File: src/rtl/clk_div_monitor_pkg.sv
// Shared types and constants for the divided-clock monitor and its consumers.
// Holds FSM states, nominal divider periods and the error-counter helper.
package clk_div_monitor_pkg;

  typedef enum logic [1:0] {
    ST_IDLE = 2'd0,
    ST_ACQ  = 2'd1,
    ST_LOCK = 2'd2
  } state_t;

  // Nominal rise-to-rise periods of the divider outputs, in clk cycles
  typedef enum logic [3:0] {
    DIV2_P = 4'd2,
    DIV4_P = 4'd4,
    DIV8_P = 4'd8
  } div_period_t;

  localparam int ERR_W = 8;

  function automatic logic [ERR_W-1:0] sat_inc_err(input logic [ERR_W-1:0] v);
    return (v == '1) ? v : v + 1'b1;
  endfunction

endpackage

File: src/rtl/clk_div_monitor_sync_edge_det.sv
// Brings the asynchronous divided clock into the clk domain and flags its edges.
// rise/fall are combinational from the last sync stage and its one-cycle delay.
module sync_edge_det #(
  parameter int SYNC_STAGES = 2
) (
  input  logic clk,
  input  logic rst,
  input  logic div_in,
  output logic rise,
  output logic fall,
  output logic level
);

  logic [SYNC_STAGES-1:0] sync_reg;
  logic                   d_reg;

  always_ff @(posedge clk) begin
    if (rst) begin
      sync_reg <= '0;
      d_reg    <= 1'b0;
    end else begin
      sync_reg <= {sync_reg[SYNC_STAGES-2:0], div_in};
      d_reg    <= sync_reg[SYNC_STAGES-1];
    end
  end

  assign level = sync_reg[SYNC_STAGES-1];
  assign rise  = level & ~d_reg;
  assign fall  = ~level & d_reg;

endmodule

File: src/rtl/clk_div_monitor.sv
// Receive-side checker for a /2, /4, /8 divided clock: measures period and high
// time, tracks lock against exp_period and flags mismatches and loss of signal.
module clk_div_monitor
  import clk_div_monitor_pkg::*;
#(
  parameter int SYNC_STAGES = 2,
  parameter int CNT_W       = 8,
  parameter int LOCK_COUNT  = 4,
  parameter int TIMEOUT     = 255
) (
  input  logic             clk,
  input  logic             rst,
  input  logic             div_in,
  input  logic [CNT_W-1:0] exp_period,
  output logic             rise_stb,
  output logic             fall_stb,
  output logic [CNT_W-1:0] period,
  output logic [CNT_W-1:0] high_time,
  output logic             period_vld,
  output logic             locked,
  output logic             mismatch,
  output logic             timeout,
  output logic [7:0]       err_cnt
);

  localparam int               MC_W       = $clog2(LOCK_COUNT + 1);
  localparam logic [CNT_W-1:0] TIMEOUT_C  = CNT_W'(TIMEOUT);
  localparam logic [CNT_W-1:0] MIN_PERIOD = CNT_W'(DIV2_P);
  localparam logic [MC_W-1:0]  LOCK_C     = MC_W'(LOCK_COUNT);

  logic rise, fall, level_unused;

  sync_edge_det #(
    .SYNC_STAGES(SYNC_STAGES)
  ) u_sync_edge_det (
    .clk   (clk),
    .rst   (rst),
    .div_in(div_in),
    .rise  (rise),
    .fall  (fall),
    .level (level_unused)
  );

  state_t           state_reg, state_next;
  logic [CNT_W-1:0] cnt_reg, cnt_next;
  logic [MC_W-1:0]  match_cnt_reg, match_cnt_next;
  logic [CNT_W-1:0] period_reg, period_next;
  logic [CNT_W-1:0] high_time_reg, high_time_next;
  logic             rise_stb_reg, fall_stb_reg;
  logic             period_vld_reg, period_vld_next;
  logic             locked_reg, locked_next;
  logic             mismatch_reg, mismatch_next;
  logic             timeout_reg, timeout_next;
  logic [7:0]       err_cnt_reg, err_cnt_next;

  logic [CNT_W-1:0] meas;
  logic             good;

  // The cycle count since the last rise plus this cycle is the length being closed
  assign meas = cnt_reg + 1'b1;
  assign good = (meas == exp_period) && (high_time_reg == (exp_period >> 1));

  always_comb begin
    state_next      = state_reg;
    cnt_next        = rise ? '0 : ((cnt_reg == '1) ? cnt_reg : cnt_reg + 1'b1);
    match_cnt_next  = match_cnt_reg;
    period_next     = period_reg;
    high_time_next  = high_time_reg;
    period_vld_next = 1'b0;
    mismatch_next   = 1'b0;
    timeout_next    = 1'b0;

    case (state_reg)
      ST_IDLE: begin
        if (rise && (exp_period >= MIN_PERIOD)) begin
          state_next     = ST_ACQ;
          match_cnt_next = '0;
        end
      end
      ST_ACQ, ST_LOCK: begin
        if (fall) begin
          high_time_next = meas;
        end
        if (rise) begin
          period_next     = meas;
          period_vld_next = 1'b1;
          if (good) begin
            if (state_reg == ST_ACQ) begin
              match_cnt_next = match_cnt_reg + 1'b1;
              if (match_cnt_reg == LOCK_C - 1'b1) begin
                state_next = ST_LOCK;
              end
            end
          end else begin
            mismatch_next  = 1'b1;
            match_cnt_next = '0;
            state_next     = ST_ACQ;
          end
        end else if (cnt_reg == TIMEOUT_C) begin
          // A rise in the same cycle wins, hence the else
          timeout_next   = 1'b1;
          match_cnt_next = '0;
          state_next     = ST_IDLE;
        end
      end
      default: begin
        state_next = ST_IDLE;
      end
    endcase

    // locked follows the state one cycle late, except loss of signal drops it at once
    locked_next  = (state_reg == ST_LOCK) && !timeout_next;
    err_cnt_next = (mismatch_next || timeout_next) ? sat_inc_err(err_cnt_reg) : err_cnt_reg;
  end

  always_ff @(posedge clk) begin
    if (rst) begin
      state_reg      <= ST_IDLE;
      cnt_reg        <= '0;
      match_cnt_reg  <= '0;
      period_reg     <= '0;
      high_time_reg  <= '0;
      rise_stb_reg   <= 1'b0;
      fall_stb_reg   <= 1'b0;
      period_vld_reg <= 1'b0;
      locked_reg     <= 1'b0;
      mismatch_reg   <= 1'b0;
      timeout_reg    <= 1'b0;
      err_cnt_reg    <= '0;
    end else begin
      state_reg      <= state_next;
      cnt_reg        <= cnt_next;
      match_cnt_reg  <= match_cnt_next;
      period_reg     <= period_next;
      high_time_reg  <= high_time_next;
      rise_stb_reg   <= rise;
      fall_stb_reg   <= fall;
      period_vld_reg <= period_vld_next;
      locked_reg     <= locked_next;
      mismatch_reg   <= mismatch_next;
      timeout_reg    <= timeout_next;
      err_cnt_reg    <= err_cnt_next;
    end
  end

  assign rise_stb   = rise_stb_reg;
  assign fall_stb   = fall_stb_reg;
  assign period     = period_reg;
  assign high_time  = high_time_reg;
  assign period_vld = period_vld_reg;
  assign locked     = locked_reg;
  assign mismatch   = mismatch_reg;
  assign timeout    = timeout_reg;
  assign err_cnt    = err_cnt_reg;

endmodule

File: config.mk
export PLATFORM = sky130hd
export DESIGN_NAME = clk_div_monitor
export DESIGN_NICKNAME = d
export VERILOG_FILES = /design/src/rtl/clk_div_monitor_pkg.sv /design/src/rtl/clk_div_monitor_sync_edge_det.sv /design/src/rtl/clk_div_monitor.sv
export SDC_FILE = /design/constraint.sdc
export NUM_CORES = 1
export LEC_CHECK = 0
export BUFFER_PORTS_ARGS = -buffer_cell sky130_fd_sc_hd__buf_4
export CAP_MARGIN = 0
export CELL_PAD_IN_SITES_DETAIL_PLACEMENT = 0
export CELL_PAD_IN_SITES_GLOBAL_PLACEMENT = 1
export CORE_MARGIN = 8
export CORE_UTILIZATION = 37
export DETAILED_ROUTE_END_ITERATION = 16
export HOLD_SLACK_MARGIN = 0.1
export PLACE_DENSITY_LB_ADDON = 0.15
export SLEW_MARGIN = 25
export SYNTH_ARGS = -nofsm -noshare
export SYNTH_HDL_FRONTEND = slang
export SYNTH_SLANG_ARGS = --single-unit
File: constraint.sdc
create_clock -name clk -period 2.7 [get_ports clk]
set_input_delay 0.135 -clock clk [delete_from_list [all_inputs] [get_ports clk]]
set_output_delay 0.135 -clock clk [all_outputs]
set_load 0.005 [all_outputs]
Word level (Yosys, flattened, before mapping)
Cells that the tools add are included.
{ "totals": {"output_inout_bits": 30, "wordCells": 70, "inputBits": 11, "regBits": 46} }
{ "op_classes": {"n_reduce_logical": 15, "magnitude_cmp": 1, "eq_ne": 11, "n_bitwise": 6, "muxes": 20, "addsub": 3} }
{ "op_table": {"columns": ["op", "count"], "rows": [
  ["adder 8 x 1 -> 8 bit, second input constant", 2],
  ["equality test 8 bit, second input constant", 2],
  ["2-to-1 mux 3 bit", 5],
  ["2-to-1 mux 2 bit", 6],
  ["equality test 8 x 7 -> 1 bit", 1],
  ["equality test 8 bit", 1],
  [">= comparator 8 x 2 -> 1 bit, second input constant", 1],
  ["inequality test 4 bit, second input constant", 2],
  ["AND reduction 4 bit", 2],
  ["2-to-1 mux 1 bit", 7],
  ["case mux 3 bit (2 select lines)", 1],
  ["AND reduction 2 bit", 3],
  ["OR reduction 2 bit", 3],
  ["inverter 1 bit", 4],
  ["case mux 2 bit (2 select lines)", 1],
  ["adder 3 x 1 -> 3 bit, second input constant", 1],
  ["equality test 3 x 2 -> 1 bit, second input constant", 1],
  ["logical AND 1 bit", 3],
  ["inequality test 3 bit, second input constant", 1],
  ["AND 1 bit", 2],
  ["equality test 2 x 1 -> 1 bit, second input constant", 1],
  ["equality test 2 bit, second input constant", 1],
  ["logical NOT 2 bit", 1],
  ["inequality test 2 bit, second input constant", 1],
  ["3 further kinds", 3]
]} }

Longest topological paths before layout
{ "logic_depth": {"ltp_word": 8, "depth_mapped": 8} }

By module
A second synthesis with hierarchy kept.
{ "unflattened": {"hier_cells": 262, "hier_area_um2": 2341.0} }
{ "by_module_without_submodules": {"columns": ["module", "cells_per_inst", "area_per_inst_um2", "n_inst"], "rows": [
  ["clk_div_monitor", 254, 2249.7, 1],
  ["sync_edge_det", 8, 91.3, 1]
]} }

Worst setup path before layout
Ideal clock, no wire load.
{ "synth_path": {"path_type": "reg2reg", "startpoint": "register cnt_reg[1]", "endpoint": "register state_reg[0]", "setup_time_ns": 0.117, "required_time_ns": 2.583, "path_stages_with_launch": 8, "period_less_slack_ns": 2.565, "arrival_time_ns": 2.448, "path_slack_ns": 0.135, "path_buffers": 0, "cell_sequence": "dfxtp_1 -> ha_1 -> or3_1 -> a211oi_2 -> nand4_1 -> or4_1 -> o21ba_2 -> a32o_1"} }
{ "synth_via": {"elab_chain_cells": 6, "word_cells_on_any_way": 11, "cone_classes": "1 x add/sub; 5 x eq/ne; 3 x mux; 2 x reduce/logical"} }
{ "synth_rtl": {"columns": ["element", "line_no", "source"], "rows": [
  ["start: declaration", "clk_div_monitor.sv:45", "logic [CNT_W-1:0] cnt_reg, cnt_next;"],
  ["start signal: assignment", "clk_div_monitor.sv:132", "cnt_reg <= cnt_next;"],
  ["adder 8 x 1 -> 8 bit (*)", "clk_div_monitor.sv:60", "assign meas = cnt_reg + 1'b1;"],
  ["net meas[1]", "clk_div_monitor.sv:56", "logic [CNT_W-1:0] meas;"],
  ["equality test 8 bit (*)", "clk_div_monitor.sv:61", "assign good = (meas == exp_period) && (high_time_reg == (exp_period >> 1));"],
  ["logical AND 1 bit (*)", "clk_div_monitor.sv:61", null],
  ["2-to-1 mux 2 bit", "clk_div_monitor.sv:87", "if (good) begin"],
  ["2-to-1 mux 2 bit", "clk_div_monitor.sv:84", "if (rise) begin"],
  ["case mux 2 bit (2 select lines)", "clk_div_monitor.sv:73", "case (state_reg)"],
  ["end signal: assignment", "clk_div_monitor.sv:131", "state_reg <= state_next;"],
  ["end: declaration", "clk_div_monitor.sv:44", "state_t state_reg, state_next;"]
]} }
Mark *: on every way through the listed nets, which the timed path passes. The rest lies on a longest branch.
A chain may end at the register's enable or synchronous reset.

Worst setup path after layout
{ "layout_path": {"startpoint": "register cnt_reg[4]", "endpoint": "register match_cnt_reg[0]"} }
{ "layout_via": {"elab_chain_cells": 6, "word_cells_on_any_way": 10, "cone_classes": "1 x add/sub; 4 x eq/ne; 3 x mux; 2 x reduce/logical"} }
{ "layout_rtl": {"columns": ["element", "line_no", "source"], "rows": [
  ["adder 8 x 1 -> 8 bit", "clk_div_monitor.sv:60", null],
  ["equality test 8 bit", "clk_div_monitor.sv:61", null],
  ["logical AND 1 bit", "clk_div_monitor.sv:61", null],
  ["2-to-1 mux 3 bit", "clk_div_monitor.sv:87", null],
  ["2-to-1 mux 3 bit", "clk_div_monitor.sv:84", null],
  ["case mux 3 bit (2 select lines)", "clk_div_monitor.sv:73", null],
  ["end signal: assignment", "clk_div_monitor.sv:133", "match_cnt_reg <= match_cnt_next;"],
  ["end: declaration", "clk_div_monitor.sv:46", "logic [MC_W-1:0] match_cnt_reg, match_cnt_next;"]
]} }
Several ways; a longest one is shown, not always the timed one.

==> flow_summary.toml <==
[pwr]
powerDensity_mw_per_mm2 = 479
maximum_vdd_drop_uv = 218
total_power_mw = 1.31
p_leak_nw = 1.05

[routing]
drt_pre_antenna_iters = 4
remaining_drcs = 0
first_iter_violations = 72
route.vias.total = 1917
finalWirelength_mm = 5.67
routed_via_density = 5.17
detail_route.wl_per_cell_um = 15.3
drtAntennaViolNets = 0

[yosys]
synth_top_family_by_area = "simple AND/OR/NAND/NOR gates"
syn-num-nets = 269
netlist_top_cells_area = "sky130_fd_sc_hd__dfxtp_1 (41%), sky130_fd_sc_hd__nor2_1 (5.6%), sky130_fd_sc_hd__xnor2_1 (5.5%), sky130_fd_sc_hd__a211oi_1 (4.7%), sky130_fd_sc_hd__ha_1 (4.5%)"
summed_instance_area_of_the_synthesized_netlist_mm2 = 0.00223
yosys.cell_types.count = 47
synth_async_sr_flop_share_pct = 0
xor_and_xnor_area_share_after_synthesis_pct = 8.49
yosys_register_bits = 46
post_synth_edffs = 0
synth_top_flop_cell = "sky130_fd_sc_hd__dfxtp_1"
ys_seq_area_share_pct = 41.4
netlist_instances = 250
netlist.top_cell.by_area = "sky130_fd_sc_hd__dfxtp_1"
synth_fa_ha_area_share_pct = 4.50
syn_area_per_cell_um2 = 8.90
synth_top_cell_area_share_pct = 41.4
synth_compound_area_share_pct = 15.6
muxShareOfSynthArea_pct = 1.80
synth-simple-area-share_pct = 25.1
yosys_warnings = 0

[placed_design]
place_hpwl_mm = 4.27
gpl.final_weighted_congestion = 0.833
port-buffer-count = 40
dp.cells = 362
detailed_place.area_mm2 = 0.00264

[timing]
highest_achievable_clock_rate_mhz = 401
final_period_utilization_pct = 92.3
slew_viol_final = 0
timing.max_slew.rel_slack_pct = 56.9
final-setup-viol-count = 0
min_period_ns = 2.49
tns_setup_ns = 0
grt_setup_unrepaired = "no"
fin_skew_ns = 0.00677
finalHoldViolCount = 0
least_margin_pin_slew_ns = 0.647
timing.hold.ws_ns = 0.252

[worst_setup_path]
cpMaxStageDelayCell = "sky130_fd_sc_hd__or4_1"
r2r_cells = 8
timing.critical_path.to_type = "flip-flop"
timing.critical_path.buf_inv = 1
worst_path_required_ns = 2.93
critical_path_class = "reg2reg"
startpoint_type = "flip-flop"
worstSetupPathDepth = 8
cell_chain_critical_path = "nand4b_1, or4_1, o21a_2, and2_4, nor4_2, buf_4, nand3_1, a21oi_1"
crit_arrival_ns = 2.73
critical_path_peak_fanout = 7
top_family_by_delay_on_critical_path = "simple AND/OR/NAND/NOR gates"
critPathMaxStageDelay_ns = 0.53

[global_routing]
global_route.usage.total_pct = 13.7
gr-total-overflow = 0
grt_start_max_net_pins = 41
number_of_global_route_vias_before_repair = 1938
wire_length_of_the_first_global_routing_pass_mm = 9.53
antenna_found_initial = 0

[clocking]
ctsRootBufferMaster = "sky130_fd_sc_hd__clkbuf_8"
cts-root-to-sink-buffers = 2
tritoncts.num_buffers = 5
clock_network_latency_to_the_later_pin_of_the_worst_skew_pair_ns = 0.30
cts.sinks = 46
cts_tree = "yes"
cts.htree.levels = 2
path_clk_slew_ns = 0.09

[flow_run]
max-cap-violations = 0

[floorplan]
ports = 41
die_height_um = 93.6
core_region_area_mm2 = 0.00589
die_area_mm2 = 0.00875
fp-row-count = 28
initial_utilization_pct = 37.8
die_w_um = 93.6

[run_status]
result_of_the_run = "finished clean"

[cells_and_area]
final.fill_count = 593
antenna_cells_inserted = 0
layout-drive-gt1-share_pct = 23.0
finish.net_count = 314
finish.cell_count_without_fillers = 371
syn2layout_area_growth_pct = 23.2
final_cell_area_mm2 = 0.00274

[worst_hold_path]
min_path_cells = 2
holdCritPathClass = "in2reg"
-- worst reg2reg max path, cell delays in order, from the launching register on --
cell	delay, ns
sky130_fd_sc_hd__dfxtp_1	0.48
sky130_fd_sc_hd__nand4b_1	0.20
sky130_fd_sc_hd__or4_1	0.53
sky130_fd_sc_hd__o21a_2	0.16
sky130_fd_sc_hd__and2_4	0.18
sky130_fd_sc_hd__nor4_2	0.43
sky130_fd_sc_hd__buf_4	0.20
sky130_fd_sc_hd__nand3_1	0.08
sky130_fd_sc_hd__a21oi_1	0.17
-- per-stage QoR --
stage          worst slack [ns]  utilization (%)
3_5_place_dp             0.0865             44.8
3_3_place_gp              0.135             44.8
5_1_grt                  0.0441             46.6
4_1_cts                  0.0807             46.5
2_1_floorplan             0.135                -
6_report                  0.208             46.6
-- layer usage --
layer / part of all wire (%) / track usage, % / up-vias
met5: 0 / 0 / -
met4: 1.2 / 4.36 / 0
met3: 5.2 / 3.85 / 7
met2: 45 / 21.6 / 39
met1: 49 / 17.6 / 900
li1: - / - / 971
-- power breakdown --
| part | total [mW] | switching, mW | internal (mW) | leakage (nW) |
|---|---|---|---|---|
| Sequential | 0.707 | 0.0123 | 0.695 | 0.372 |
| Clock | 0.433 | 0.226 | 0.207 | 0.0482 |
| Combinational | 0.175 | 0.0943 | 0.0803 | 0.633 |
-- final timing paths --
| check | startpoint | endpoint | slack (ns) |
|---|---|---|---|
| max | cnt_reg[4] | match_cnt_reg[0] | 0.21 |
| min | rst | u_sync_edge_det.sync_reg[1] | 0.25 |
| max reg2reg | cnt_reg[4] | match_cnt_reg[0] | 0.21 |
| min reg2reg | u_sync_edge_det.sync_reg[0] | u_sync_edge_det.sync_reg[1] | 0.44 |
-- logic make-up (layout without fill, tap and decap cells) --
| logic type | Yosys count | after routing |
|---|---|---|
| multiplexers | 4 | 4 |
| XOR/XNOR | 20 | 20 |
| AND/OR/NAND/NOR | 107 | 107 |
| adder cells (fa/ha/maj) | 8 | 8 |
| flip-flops | 46 | 46 |
| buffers and inverters | 18 | 64 |
| AO/OA/AOI/OAI | 47 | 47 |
-- cells in the final DEF, fill, tap and decap left out, types with 2 or more instances in the layout --
master	netlist	final
sky130_fd_sc_hd__nand2_1	15	15
sky130_fd_sc_hd__nand4_1	5	5
sky130_fd_sc_hd__mux2i_1	4	4
sky130_fd_sc_hd__ha_1	8	8
sky130_fd_sc_hd__clkbuf_8	0	6
sky130_fd_sc_hd__xnor2_1	14	14
sky130_fd_sc_hd__or2_2	2	2
sky130_fd_sc_hd__nand3_1	10	10
sky130_fd_sc_hd__xor2_1	5	5
sky130_fd_sc_hd__o211ai_1	2	2
sky130_fd_sc_hd__a21oi_1	14	14
sky130_fd_sc_hd__buf_4	0	48
sky130_fd_sc_hd__nand2b_1	4	4
sky130_fd_sc_hd__o21ai_0	5	5
sky130_fd_sc_hd__nor2_1	33	33
sky130_fd_sc_hd__or4_4	1	2
sky130_fd_sc_hd__nor4_1	3	3
sky130_fd_sc_hd__dfxtp_1	46	45
sky130_fd_sc_hd__and2_1	2	2
sky130_fd_sc_hd__nor3b_1	4	4
sky130_fd_sc_hd__and3_1	4	4
sky130_fd_sc_hd__nor3_1	8	8
sky130_fd_sc_hd__inv_1	7	7
sky130_fd_sc_hd__nor2b_1	6	6
sky130_fd_sc_hd__a211oi_1	14	14
sky130_fd_sc_hd__nand4b_1	2	2
-- synth_stat cells (6+ instances only) --
cell / count
sky130_fd_sc_hd__a211oi_1: 14
sky130_fd_sc_hd__nand3_1: 10
sky130_fd_sc_hd__nor2b_1: 6
sky130_fd_sc_hd__nor2_1: 33
sky130_fd_sc_hd__a21oi_1: 14
sky130_fd_sc_hd__ha_1: 8
sky130_fd_sc_hd__clkbuf_1: 6
sky130_fd_sc_hd__xnor2_1: 14
sky130_fd_sc_hd__dfxtp_1: 46
sky130_fd_sc_hd__nor3_1: 8
sky130_fd_sc_hd__inv_1: 7
sky130_fd_sc_hd__nand2_1: 15
-- layout make-up --
cell class	count	area (µm²)	area share (%)
multi-input combinational	186	1240	45.2
sequential	46	922	33.6
timing repair buffer	49	370	13.5
tap	75	93.8	3.42
clock buffer	7	86.3	3.15
inverter	7	26.3	0.958
clock inverter	1	5.00	0.182
-- what timing repair did --
| item | CTS | global route |
|---|---|---|
| hold buffers | 1 | 0 |
| endpoints found under the setup margin | 0 | 13 |
| hold endpoints to repair | 1 | 0 |
| resized for setup | 0 | 2 |
| setup buffers | 0 | 0 |
(Power assumes the default switching activity.)
